==> src/rtl/mips_mem_pkg.sv <==
// Shared types for the fetch/data memory port arbiter.
package mips_mem_pkg;

  typedef enum logic [1:0] {
    IDLE    = 2'd0,
    SERVE_I = 2'd1,
    SERVE_D = 2'd2
  } arb_state_t;

  typedef enum logic {
    REQ_FETCH = 1'b0,
    REQ_DATA  = 1'b1
  } req_id_t;

  localparam logic [31:0] BAD_DATA = 32'hDEADBEEF;

endpackage

==> src/rtl/mem_arb_pick.sv <==
// Combinational winner select between fetch and data requests.
// Define ARB_RR_EN to break ties against the previous winner; otherwise data always wins ties.
module mem_arb_pick
  import mips_mem_pkg::*;
(
  input  logic    if_req,
  input  logic    d_req,
  input  req_id_t last,
  output logic    grant_valid,
  output req_id_t grant
);

  assign grant_valid = if_req | d_req;

`ifdef ARB_RR_EN
  always_comb begin
    grant = REQ_DATA;
    if (if_req && d_req) begin
      grant = (last == REQ_DATA) ? REQ_FETCH : REQ_DATA;
    end else if (if_req) begin
      grant = REQ_FETCH;
    end
  end
`else
  logic unused_last;
  assign unused_last = (last == REQ_DATA);

  // Data is the older instruction in the pipeline, so it wins any tie.
  always_comb begin
    grant = REQ_DATA;
    if (if_req && !d_req) begin
      grant = REQ_FETCH;
    end
  end
`endif

endmodule

==> src/rtl/mem_port_arbiter.sv <==
// Shares one variable-latency memory port between fetch and load/store, with access timeout.
// Optional ARB_RR_EN macro enables round-robin tie breaking via a last-winner register.
module mem_port_arbiter
  import mips_mem_pkg::*;
#(
  parameter int AW          = 32,
  parameter int DW          = 32,
  parameter int TIMEOUT_CYC = 64
) (
  input  logic          clk,
  input  logic          reset,
  input  logic          if_req,
  input  logic [AW-1:0] if_addr,
  output logic          if_done,
  output logic [DW-1:0] if_rdata,
  input  logic          d_req,
  input  logic          d_we,
  input  logic          d_byte,
  input  logic [AW-1:0] d_addr,
  input  logic [DW-1:0] d_wdata,
  output logic          d_done,
  output logic [DW-1:0] d_rdata,
  output logic          mem_req,
  output logic          mem_we,
  output logic          mem_byte,
  output logic [AW-1:0] mem_addr,
  output logic [DW-1:0] mem_wdata,
  input  logic [DW-1:0] mem_rdata,
  input  logic          mem_ack,
  output logic          mem_err,
  output logic          stallF,
  output logic          stallM,
  output arb_state_t    state
);

  localparam int CW = $clog2(TIMEOUT_CYC + 1);
  localparam logic [CW-1:0] CNT_LAST = CW'(TIMEOUT_CYC - 1);

  logic [CW-1:0] cnt;
  logic          grant_valid;
  req_id_t       grant_id;
  req_id_t       last_win;
  logic          serving;
  logic          finish;
  logic          timed_out;
  logic [DW-1:0] done_data;

`ifdef ARB_RR_EN
  always_ff @(posedge clk) begin
    if (reset) begin
      last_win <= REQ_FETCH;
    end else if (state == IDLE && grant_valid) begin
      last_win <= grant_id;
    end
  end
`else
  assign last_win = REQ_FETCH;
`endif

  mem_arb_pick u_pick (
    .if_req      (if_req),
    .d_req       (d_req),
    .last        (last_win),
    .grant_valid (grant_valid),
    .grant       (grant_id)
  );

  // A reset cycle abandons the access silently, so completion is masked by reset.
  assign serving   = (state != IDLE) && !reset;
  assign finish    = serving && (mem_ack || cnt == CNT_LAST);
  assign timed_out = serving && !mem_ack && (cnt == CNT_LAST);
  assign done_data = mem_ack ? mem_rdata : DW'(BAD_DATA);

  assign if_done  = finish && (state == SERVE_I);
  assign d_done   = finish && (state == SERVE_D);
  assign if_rdata = if_done ? done_data : '0;
  assign d_rdata  = d_done ? done_data : '0;
  assign stallF   = if_req & ~if_done;
  assign stallM   = d_req & ~d_done;

  always_ff @(posedge clk) begin
    if (reset) begin
      state     <= IDLE;
      mem_req   <= 1'b0;
      mem_we    <= 1'b0;
      mem_byte  <= 1'b0;
      mem_err   <= 1'b0;
      mem_addr  <= '0;
      mem_wdata <= '0;
      cnt       <= '0;
    end else begin
      mem_err <= timed_out;
      case (state)
        IDLE: begin
          if (grant_valid) begin
            cnt     <= '0;
            mem_req <= 1'b1;
            if (grant_id == REQ_DATA) begin
              state     <= SERVE_D;
              mem_we    <= d_we;
              mem_byte  <= d_we & d_byte;
              mem_addr  <= d_addr;
              mem_wdata <= d_wdata;
            end else begin
              state     <= SERVE_I;
              mem_we    <= 1'b0;
              mem_byte  <= 1'b0;
              mem_addr  <= if_addr;
              mem_wdata <= '0;
            end
          end
        end
        SERVE_I, SERVE_D: begin
          if (finish) begin
            state   <= IDLE;
            mem_req <= 1'b0;
          end else begin
            cnt <= cnt + 1'b1;
          end
        end
        default: begin
          state   <= IDLE;
          mem_req <= 1'b0;
        end
      endcase
    end
  end

endmodule

==> config.mk <==
export PLATFORM = sky130hd
export DESIGN_NAME = mem_port_arbiter
export DESIGN_NICKNAME = d
export VERILOG_FILES = /design/src/rtl/mips_mem_pkg.sv /design/src/rtl/mem_arb_pick.sv /design/src/rtl/mem_port_arbiter.sv
export SDC_FILE = /design/constraint.sdc
export NUM_CORES = 1
export LEC_CHECK = 0
export ABC_AREA = 1
export BUFFER_PORTS_ARGS = -buffer_cell sky130_fd_sc_hd__buf_2
export CELL_PAD_IN_SITES_DETAIL_PLACEMENT = 0
export CELL_PAD_IN_SITES_GLOBAL_PLACEMENT = 1
export CORE_MARGIN = 1.5
export CORE_UTILIZATION = 28
export DETAILED_ROUTE_END_ITERATION = 8
export PLACE_DENSITY_LB_ADDON = 0.1
export SYNTH_ARGS = -nofsm -noshare
export SYNTH_HDL_FRONTEND = slang
export SYNTH_SLANG_ARGS = --single-unit
==> constraint.sdc <==
create_clock -name clk -period 4.35 [get_ports clk]
set_clock_uncertainty 0.15 [all_clocks]
set_input_delay 0.2175 -clock clk [delete_from_list [all_inputs] [get_ports clk]]
set_output_delay 0.2175 -clock clk [all_outputs]
set_load 0.02 [all_outputs]
* After elaboration in Yosys (flattened, before gate mapping) *
Index checks and enable logic that the tools add are counted.

cells by class
  add/sub/neg operators = 1
  eq/ne operators = 6
  muxes and demuxes = 17
  bitwise gates (word level) = 6
  reduce and logical (&&, ||, !) cells = 18

operators by type and width
  cell                 count
  $mux 32              5
  $mux 7               2
  $pmux 7 s2           1
  $add 7x1->7 const B  1
  $eq 7x6->1 const B   1
  $logic_and 1x1->1    7
  $mux 2               3
  $ne 2x2->1 const B   3
  $mux 1               4
  $pmux 2 s2           1
  $reduce_and 2->1     2
  $reduce_bool 2->1    2
  $and 1x1->1          3
  $logic_not 1->1      3
  $reduce_and 3->1     1
  $eq 2x1->1 const B   1
  $eq 2x2->1 const B   1
  $logic_not 2->1      1
  $not 1->1            2
  $pmux 1 s2           1
  $reduce_or 2->1      1
  $logic_or 1x1->1     1
  $or 1x1->1           1

word-level totals
  flip-flop bits (word level) = 77
  output and inout port bits = 138

* Depth between registers and ports, before layout *
  depth in word-level cells = 6
  mapped depth = 11

* Modules after synthesis *
A second synthesis with hierarchy kept.

unflattened totals
  cell total of the unflattened synthesis = 554
  area total of the unflattened synthesis = 3,857.4 sq um

modules (own cells, without submodules)
  module            instances  cells an instance  area each (sq um)
  mem_port_arbiter  1          550                3,842.4
  mem_arb_pick      1          4                  15.0

* Least setup slack after synthesis *
OpenSTA, ideal clock, no wires.

  kind = register -> output
  start = register state[0]
  end = output d_rdata[0]
  arrival = 1,697 ps
  required time = 3,983 ps
  path slack = 2,286 ps
  cell stages (with the launch flop) = 9
  path through = dfxtp_1 -> inv_1 -> ha_1 -> nor2_1 -> nand2_2 -> clkinv_2 -> nand2_4 -> buf_6 -> a21oi_1

on the way
  cells in the longest elaborated chain, start to end = 5
  elaborated cells between the ends (all ways) = 6
  classes of those cells = 1 x eq/ne; 1 x mux; 4 x reduce/logical

ends and longest elaborated chain
  item                    RTL line                 text
  start, declared         mem_port_arbiter.sv:33   output arb_state_t state
  start signal, assigned  mem_port_arbiter.sv:83   state <= IDLE;
  start signal, assigned  mem_port_arbiter.sv:99   state <= SERVE_D;
  start signal, assigned  mem_port_arbiter.sv:105  state <= SERVE_I;
  $reduce_bool 2->1       mem_port_arbiter.sv:69   assign serving = (state != IDLE) && !reset;
  $logic_and 1x1->1       mem_port_arbiter.sv:69
  $logic_and 1x1->1       mem_port_arbiter.sv:70   assign finish = serving && (mem_ack || cnt == CNT_LAST);
  $logic_and 1x1->1 *     mem_port_arbiter.sv:75   assign d_done = finish && (state == SERVE_D);
  $mux 32 *               mem_port_arbiter.sv:77   assign d_rdata = d_done ? done_data : '0;
  end, declared           mem_port_arbiter.sv:22   output logic [DW-1:0] d_rdata,

Mark *: on every way between the ends. The rest lies on a longest branch, timed or not.

* Worst setup path after layout *
  start = register state[1]
  end = register mem_addr[16]

on the way
  cells in the longest elaborated chain, start to end = 2

ends and longest elaborated chain
  item                        RTL line                 text
  $logic_not 2->1             mem_port_arbiter.sv:93   case (state)
  $reduce_and 2->1 (no line)  --
  end signal, assigned        mem_port_arbiter.sv:102  mem_addr <= d_addr;
  end signal, assigned        mem_port_arbiter.sv:108  mem_addr <= if_addr;
  end, declared               mem_port_arbiter.sv:26   output logic [AW-1:0] mem_addr,

No other way between the ends.
A chain may end at the register's enable or synchronous reset.

==> impl_metrics.toml <==
[sta]
finalSetupViolCount = 0
relSlewSlack_pct = 35.03
rsz0062_at_grt = "no"
min_period_ns = 2.810
finalCritPeriodShare_pct = 64.60
finalHoldViolCount = 0
slew_viol_final = 0
finalSetupTns_ns = 0
worstMarginPinSlew_ns = 0.9686
fmax_mhz = 355.9

[power]
finalPower_w = 0.002041
power_density_mw_per_mm2 = 337.1
power.leakage_nw = 3.155
ir_drop_mv = 0.2018

[cts]
cts_setup_buffers = 0
clk_pin_slew_ns = 0.06
cts_tree = "built"
clockBufferDepth = 2
cts_root_buffer = "clkbuf_16"
insertion_delay_ns = 0.34
cts_sinks = 77
htree_levels = 3
cts-resized-gates = 0
cts_made_buffers = 9
ctsHoldBuffers = 67

[drt]
wirelength_um = 14140
ant_nets = 0
initialDrtViolationCount = 160
detail_route.wl_per_cell_um = 13.82
dr.pass1.iters = 6
num_vias = 4702
drc = 0
viasPerCell = 4.596

[grt]
grt_max_degree = 51
grt_pass1_vias = 4479
grt_pass1_wl_um = 21950
grtUsageMet3_pct = 5.357
met1_usage_pct = 22.28
busiest_layer = "met2"
use_met2_pct = 34.23
grt_usage_pct = 19.51
antenna_found_initial = 0
grt_overflow_total = 0

[critical_path]
arrival_ns = 2.89
crit_path_end_kind = "flop"
worst-setup-path-type = "flop to flop"
start_kind = "flop"
worst_ep_required_time_ns = 4.43
cp_max_fo = 34
slowest_delay_ns = 0.55
r2r_slack_ns = 1.54
cp_cell_sequence = "inv_1 > ha_1 > o21ai_4 > inv_2 > o21ai_0 > a21oi_1 > dlygate4sd3_1"
critPathSlowestCell = "dlygate4sd3_1"

[floorplanning]
start_util_pct = 29.09
fp-row-count = 41
die_x_um = 118.2
coreArea_sq_mm = 0.01277
pin_count = 273
die_y_um = 118.2
die_area_sq_mm = 0.01397

[logic_synthesis]
synth-async-reset-ratio_pct = 0
synth_common_cells = "a21oi_1, nand2_1, dfxtp_1"
syn_inst = 534
syn_nets = 673
yosysUniqueCellTypes = 29
synthFlopType = "dfxtp_1"
yosys.area.top_type = "dfxtp_1"
netlist.area_leader.share_pct = 41.48
synth.most_common_cell = "a21oi_1"
synth_edf_count = 0
netlist_area_sq_mm = 0.003716
syn_area_per_cell_sq_um = 6.959
yosysWarningCount = 0
synth_area_leaders = "dfxtp_1, a21oi_1, nand2_1, o21ai_0, inv_1"
ys_seq_area_share_pct = 41.48
synth-seq-cells = 77

[final_layout]
nets = 986
stdcell_count = 1023
drive_gt1_share_pct = 36.55
area_growth_pct = 62.90
insertedDiodeCount = 0

[hold_path]
min_path_type = "input pin to flop"

[place]
hpwl_um = 9542
portBuffers = 272
place_congestion = 0.8475
dp.cells = 941

[job]
cap_violations = 0

[run_status]
status = "completed"
## through the flow
stage	utilization (%)	setup slack, ns	cell area [sq um]	hold slack [ns]
3_5_place_dp	40.03	1.754	5114	0.3008
3_3_place_gp	40.03	1.850	5114	0.2951
5_1_grt	47.39	1.268	6053	0.01867
4_1_cts	47.39	1.507	6053	0.001727
6_report	47.39	1.540	6053	0.009853
2_1_floorplan	-	2.286	3716	0.2080
## cell families after synthesis
family                     count (synthesis)  share of synthesized area (%)
AOI/OAI and AO/OA                        192                          26.26
and+or+nand+nor                          170                          19.97
buffers and inverters                     90                          10.71
DFF                                       77                          41.48
adders and majority gates                  4                          1.347
xor gates and xnor gates                   1                         0.2357
## final timing paths
kind	end	cells past startpoint	from
min reg2reg	mem_wdata[2]	2	mem_wdata[2]
min	mem_addr[10]	3	d_addr[10]
max	mem_addr[16]	7	state[1]
max reg2reg	mem_addr[16]	7	state[1]
## layer usage
metal | vias up | part of all wire (%)
met5 | - | 0
li1 | 2382 | -
met2 | 158 | 50
met4 | 0 | 2.1
met3 | 19 | 6.1
met1 | 2143 | 42
## worst max-delay path: cells and delay by family, from the launching register on
| kind | cells | cell delay (ns) |
|---|---|---|
| buffers and inverters | 3 | 1.13 |
| AO/OA/AOI/OAI | 3 | 0.71 |
| flip-flops | 1 | 0.40 |
| adder cells (fa/ha/maj) | 1 | 0.29 |
## where the power goes
| part | internal [W] | leakage (nW) | switching, W |
|---|---|---|---|
| sequential | 0.000775 | 0.634 | 0.0000339 |
| clock | 0.000400 | 0.133 | 0.000298 |
| combinational | 0.000201 | 2.39 | 0.000333 |
| total | 0.00138 | 3.16 | 0.000665 |
## cell usage in the layout (no fill, tap or decap), drive strengths merged
cell,n
nand4,2
ha,4
nor2,9
nor3,16
or2,1
nor3b,2
nor4,1
buf,275
xor2,1
a21oi,157
inv,48
dlygate4sd3,67
nand3,5
clkinv,5
dfxtp,77
o21ai,35
nand2,134
clkbuf,12
## state kept, by name, summed over array words and instances, names as in the netlist
register	count
cnt	7
mem_addr	32
mem_byte	1
mem_err	1
mem_req	1
mem_wdata	32
mem_we	1
state	2
## area by class of cell
cell class,count,area (sq um)
Clock inverter,3,22.52
Sequential cell,77,1541
Clock buffer,12,246.5
Inverter,50,188.9
Multi-Input combinational cell,367,1784
Tap cell,172,215.2
Fill cell,1327,6720
Timing Repair Buffer,342,2054
Note: power is estimated with default switching activity, not from simulation.
